`src/rtl/ps2_paddle_rx.sv`:
```
// PS/2 keyboard receiver that decodes W/S and E0-extended up/down arrows into held paddle keys.
// Define PS2_PADDLE_RX_PARITY_CHECK_EN to discard frames with bad odd parity; otherwise parity is ignored.
module ps2_paddle_rx #(
  parameter int         TIMEOUT_CYCLES = 5000,
  parameter logic [7:0] KEY_LU         = 8'h1D,
  parameter logic [7:0] KEY_LD         = 8'h1B,
  parameter logic [7:0] KEY_RU         = 8'h75,
  parameter logic [7:0] KEY_RD         = 8'h72
) (
  input  logic       clk,
  input  logic       rst_n,
  input  logic       ps2_clk,
  input  logic       ps2_dat,
  output logic [7:0] code,
  output logic       code_valid,
  output logic       frame_err,
  output logic [1:0] keys_left,
  output logic [1:0] keys_right
);

  localparam int TO_W = $clog2(TIMEOUT_CYCLES + 1) + 1;

  typedef enum logic [1:0] {S_IDLE, S_DATA, S_PARITY, S_STOP} state_t;

  state_t            r_state, w_state_n;
  logic              r_clk_s1, r_clk_s2, r_clk_d;
  logic              r_dat_s1, r_dat_s2;
  logic [2:0]        r_bit_cnt, w_bit_cnt_n;
  logic [7:0]        r_shift, w_shift_n;
  logic [TO_W-1:0]   r_to_cnt;
  logic              r_vld_p1, r_err_p1;
  logic [7:0]        r_byte_p1;
  logic              r_ext, r_brk;
  logic              w_fall, w_timeout, w_par_ok, w_acc, w_err;

`ifdef PS2_PADDLE_RX_PARITY_CHECK_EN
  logic r_par, w_par_n;

  function automatic logic odd_parity_ok(input logic [7:0] d, input logic p);
    return ^{d, p};
  endfunction

  assign w_par_ok = odd_parity_ok(r_shift, r_par);
`else
  assign w_par_ok = 1'b1;
`endif

  assign w_fall    = r_clk_d & ~r_clk_s2;
  assign w_timeout = (r_state != S_IDLE) && (r_to_cnt == TO_W'(TIMEOUT_CYCLES));

  // Stage p0: synchronizers plus one extra flop for falling-edge detection
  always_ff @(posedge clk) begin
    if (!rst_n) begin
      r_clk_s1 <= 1'b1;
      r_clk_s2 <= 1'b1;
      r_clk_d  <= 1'b1;
      r_dat_s1 <= 1'b1;
      r_dat_s2 <= 1'b1;
    end else begin
      r_clk_s1 <= ps2_clk;
      r_clk_s2 <= r_clk_s1;
      r_clk_d  <= r_clk_s2;
      r_dat_s1 <= ps2_dat;
      r_dat_s2 <= r_dat_s1;
    end
  end

  always_comb begin
    w_state_n   = r_state;
    w_bit_cnt_n = r_bit_cnt;
    w_shift_n   = r_shift;
`ifdef PS2_PADDLE_RX_PARITY_CHECK_EN
    w_par_n     = r_par;
`endif
    w_acc       = 1'b0;
    w_err       = 1'b0;
    if (w_fall) begin
      case (r_state)
        S_IDLE: begin
          if (!r_dat_s2) begin
            w_state_n   = S_DATA;
            w_bit_cnt_n = 3'd0;
          end
        end
        S_DATA: begin
          w_shift_n   = {r_dat_s2, r_shift[7:1]};
          w_bit_cnt_n = r_bit_cnt + 3'd1;
          if (r_bit_cnt == 3'd7) w_state_n = S_PARITY;
        end
        S_PARITY: begin
`ifdef PS2_PADDLE_RX_PARITY_CHECK_EN
          w_par_n   = r_dat_s2;
`endif
          w_state_n = S_STOP;
        end
        S_STOP: begin
          w_state_n = S_IDLE;
          if (r_dat_s2 && w_par_ok) w_acc = 1'b1;
          else                      w_err = 1'b1;
        end
        default: w_state_n = S_IDLE;
      endcase
    end else if (w_timeout) begin
      w_state_n = S_IDLE;
      w_err     = 1'b1;
    end
  end

  // Stage p1: frame FSM, timeout counter and accepted-byte strobe
  always_ff @(posedge clk) begin
    if (!rst_n) begin
      r_state   <= S_IDLE;
      r_bit_cnt <= 3'd0;
      r_to_cnt  <= '0;
      r_vld_p1  <= 1'b0;
      r_err_p1  <= 1'b0;
    end else begin
      r_state   <= w_state_n;
      r_bit_cnt <= w_bit_cnt_n;
      r_vld_p1  <= w_acc;
      r_err_p1  <= w_err;
      if (r_state == S_IDLE || w_fall || w_timeout) r_to_cnt <= '0;
      else                                          r_to_cnt <= r_to_cnt + 1'b1;
    end
  end

  always_ff @(posedge clk) begin
    r_shift   <= w_shift_n;
    r_byte_p1 <= r_shift;
`ifdef PS2_PADDLE_RX_PARITY_CHECK_EN
    r_par     <= w_par_n;
`endif
  end

  // Stage p2: code output and make/break key decoding
  always_ff @(posedge clk) begin
    if (!rst_n) begin
      code       <= 8'h00;
      code_valid <= 1'b0;
      frame_err  <= 1'b0;
      keys_left  <= 2'b00;
      keys_right <= 2'b00;
      r_ext      <= 1'b0;
      r_brk      <= 1'b0;
    end else begin
      code_valid <= r_vld_p1;
      frame_err  <= r_err_p1;
      if (r_vld_p1) begin
        code <= r_byte_p1;
        if (r_byte_p1 == 8'hE0) begin
          r_ext <= 1'b1;
        end else if (r_byte_p1 == 8'hF0) begin
          r_brk <= 1'b1;
        end else begin
          if (!r_ext && r_byte_p1 == KEY_LU) keys_left[1]  <= ~r_brk;
          if (!r_ext && r_byte_p1 == KEY_LD) keys_left[0]  <= ~r_brk;
          if (r_ext  && r_byte_p1 == KEY_RU) keys_right[1] <= ~r_brk;
          if (r_ext  && r_byte_p1 == KEY_RD) keys_right[0] <= ~r_brk;
          r_ext <= 1'b0;
          r_brk <= 1'b0;
        end
      end
    end
  end

endmodule

```
`config.mk`:
```
export PLATFORM = sky130hd
export DESIGN_NAME = ps2_paddle_rx
export DESIGN_NICKNAME = d
export VERILOG_FILES = /design/src/rtl/ps2_paddle_rx.sv
export SDC_FILE = /design/constraint.sdc
export NUM_CORES = 1
export LEC_CHECK = 0
export CORE_MARGIN = 3
export CORE_UTILIZATION = 40
export DETAILED_ROUTE_END_ITERATION = 7
export GPL_TIMING_DRIVEN = 0
export PLACE_DENSITY = 0.66
export SYNTH_ARGS = -nofsm -noshare
export SYNTH_HDL_FRONTEND = slang
export SYNTH_SLANG_ARGS = --single-unit
export TNS_END_PERCENT = 30
```
`constraint.sdc`:
```
create_clock -name clk -period 2 [get_ports clk]
set_input_delay 0.6 -clock clk [delete_from_list [all_inputs] [get_ports clk]]
set_output_delay 0.6 -clock clk [all_outputs]
set_load 0.005 [all_outputs]
```
==> flow_metrics.env <==
export IMPL_ff2ff_setup_slack_ns=0.19
export IMPL_placed_cells=298
export IMPL_timing_rr_start="r_state[0]$_SDFFE_PN0P_"
export IMPL_drt_iter0_markers=96
export IMPL_grt_antenna_before_repair=0
export IMPL_max_clock_path_buffers=2
export IMPL_clk_pin_slew_ns=0.07
export IMPL_fillers=516
export IMPL_m1WireLength_um=1975
export IMPL_setup_tns_ns=0
export IMPL_hold_buffers=0
export IMPL_cts_sinks=58
export IMPL_path_delay_family="simple AND/OR/NAND/NOR gates"
export IMPL_grt_overflow=0
export IMPL_critPathMaxStageDelay_ns=0.38
export IMPL_setup_violations_final=0
export IMPL_nNetsFinal=249
export IMPL_grt_pass1_vias=1417
export IMPL_finalInstanceArea_um2=2773
export IMPL_post_route_period_util_pct=90.56
export IMPL_post_route_util_pct=50.05
export IMPL_finalCriticalPeriod_ns=1.811
export IMPL_finalNonFillerCells=314
export IMPL_synth_seq_area_share_pct=53.56
export IMPL_ys_ff_latch=58
export IMPL_cts_htree_levels=3
export IMPL_worst_pin_slew_ns=0.4481
export IMPL_met2_length_um=1886
export IMPL_endpoint_kind="register"
export IMPL_seqCellArea_um2=1241
export IMPL_netlist_instances=209
export IMPL_die_w_um=82.11
export IMPL_avgSynthCellArea_um2=11.09
export IMPL_dr_wl_met3_um=157
export IMPL_worstSkewPairLatency_ns=0.33
export IMPL_final_cell_mix="dfxtp_1 (50), clkdlybuf4s50_1 (17), nor2_1 (14)"
export IMPL_cp_max_fo=10
export IMPL_io_pins=18
export IMPL_arrival_ns=2.03
export IMPL_top_layer_used="met4"
export IMPL_grt_first_pass_wirelength_um=6741
export IMPL_rr_endpoint="r_to_cnt[9]$_SDFF_PP0_"
export IMPL_gp_congestion=0.7372
export IMPL_start_util_pct=41.82
export IMPL_die_h_um=82.11
export IMPL_syn_nets=221
export IMPL_core_um2=5540
export IMPL_multi_input_area_um2=1016
export IMPL_max_freq_mhz=552.1
export IMPL_via_per_inst=4.924
export IMPL_cp_cell_sequence="inv_1 > ha_1 > nor4b_1 > nand2_1 > o21ai_2 > buf_6 > nor2_2"
export IMPL_cp_required_ns=2.22
export IMPL_start_kind="register"
export IMPL_outcome="complete, no violations"
export IMPL_num_rows=27
export IMPL_root_buffer="clkbuf_8"
export IMPL_mostFrequentLayoutCell="dfxtp_1"
export IMPL_dieArea_um2=6742
export IMPL_cp_slowest_cell="dfxtp_1"
export IMPL_dp_hpwl_um=2848
export IMPL_cts_resized=0
export IMPL_detail_route_first_pass_iterations=4
export IMPL_via_count=1546
export IMPL_peakVddDrop_mv=0.4211
export IMPL_maxCapViolCount=0
export IMPL_path_buf_inv=2
export IMPL_drive_gt1_share_pct=15.70
export IMPL_p_leak_nw=0.9137
export IMPL_power_density_nw_per_um2=821.2
export IMPL_post_drt_wl_per_cell_um=13.11
export IMPL_path_class="register to register"
export IMPL_relSlewSlack_pct=70.12
export IMPL_ys_flop_type="dfxtp_1"
export IMPL_portBuffers=17
export IMPL_grtUsageTotal_pct=13.51
export IMPL_cts_buffers_inserted=9
export IMPL_cts_tree="built"
export IMPL_insertedDiodeCount=0
export IMPL_rsz0062_at_grt="no"
export IMPL_hold_depth=0
export IMPL_holdPathEnd="r_byte_p1[0]$_DFF_P_"
export IMPL_place_area_um2=2577
export IMPL_hold_path_class="register to register"
export IMPL_area_growth_pct=19.65
export IMPL_r2r_cells=7
export IMPL_finalHoldViolCount=0
export IMPL_synth_distinct_cells=45
export IMPL_power_mw=2.277
export IMPL_grt_max_degree=11
export IMPL_synthArstFlopShare_pct=0
export IMPL_cts_setup_buffers=0
export IMPL_drc=0
export IMPL_yosys_warnings=0
export IMPL_totalWireLength_um=4117
export IMPL_syn_area_um2=2317
export IMPL_synth_edf_count=8
export IMPL_finalMaxSlewViolations=0
export IMPL_postRouteAntennaNets=0
export IMPL_finClkSkew_ns=0.009748
export IMPL_hp_start="r_shift[0]$_DFFE_PP_"
[layer usage]
metal,vias to the layer above,global-route usage (%)
li1,789,-
met4,0,8.140
met2,33,19.79
met1,715,17.34
met5,-,0
met3,9,4.230
[logic make-up after synthesis]
| logic type | count (synthesis) | synth area share (%) |
|---|---|---|
| AOI/OAI and AO/OA | 20 | 6.804 |
| xor gates and xnor gates | 12 | 4.536 |
| adders and majority gates | 8 | 4.320 |
| buffers and inverters | 13 | 2.591 |
| DFF | 58 | 53.56 |
| muxes | 9 | 3.888 |
| and+or+nand+nor | 89 | 24.30 |
[worst reg2reg max path, delay by kind of cell (launching register included)]
kind,cells,cell delay (ns)
AO/OA/AOI/OAI,1,0.28
adder cells (fa/ha/maj),1,0.28
buffers and inverters,2,0.30
flip-flops,1,0.38
AND/OR/NAND/NOR,3,0.44
[sequential cells by signal, summed over array words and instances, names as in the netlist, 2 cells and up]
signal	cells
code	8
r_state	2
r_bit_cnt	3
r_to_cnt	14
r_shift	8
keys_right	2
r_byte_p1	8
keys_left	2
[power breakdown]
group	internal, mW	total [mW]	switching [mW]
logic	0.0146	0.0312	0.0166
clock network	0.603	1.06	0.458
registers	1.18	1.18	0.00301
[worst max path at each step]
stage,from,endpoint,slack [ns],cells after the start
6_report,r_state[0]$_SDFFE_PN0P_,r_to_cnt[9]$_SDFF_PP0_,0.19,7
2_1_floorplan,r_state[0]$_SDFFE_PN0P_,r_to_cnt[7]$_SDFF_PP0_,0.42,7
5_1_grt,r_state[1]$_SDFFE_PN0P_,r_to_cnt[9]$_SDFF_PP0_,0.06,7
4_1_cts,r_state[0]$_SDFFE_PN0P_,r_to_cnt[7]$_SDFF_PP0_,0.18,7
3_5_place_dp,rst_n,keys_right[0]$_SDFFE_PN0P_,0.02,4
3_3_place_gp,rst_n,keys_right[0]$_SDFFE_PN0P_,0.03,4
[cell usage after synthesis (2+ instances only)]
master    number  area (µm²)
nor4_2         2       25.02
nand3_1        8       40.04
xor2_1         3       26.28
nor4b_1        2       17.52
nor2b_1       12       75.07
nor2_1        14       52.55
nand2b_1       8       50.05
a32oi_1        2       17.52
and2_1         3       18.77
o211ai_1       3       22.52
and3_1         3       18.77
nor3b_1        3       22.52
nand4_1        2       12.51
nand2_1       10       37.54
xnor2_1        9       78.83
ha_1           8       100.1
buf_2          2       10.01
dfxtp_1       50        1001
a21oi_1        2       10.01
mux2i_1        9       90.09
nor4b_2        3       45.04
edfxtp_1       8       240.2
o31ai_1        4       30.03
inv_1          8       30.03
nand3b_1       2       15.01
nor2_2        10       62.56
[per-stage QoR]
stage	setup slack [ns]	hold slack, ns
floorplan	0.4208	0.3233
global route	0.05599	0.3524
global placement	0.03285	0.3243
finish	0.1888	0.3419
detailed placement	0.02396	0.3278
CTS	0.1828	0.3431
[final cells by class]
cell class	count	area share, %
flip-flops and latches	58	44.77
clock inverters	5	1.940
well taps	72	3.249
repair buffers	17	6.137
clock buffers	11	5.099
multi-input cells	138	36.64
inverters	8	1.083
plain buffers	5	1.083
(Power assumes the default switching activity.)
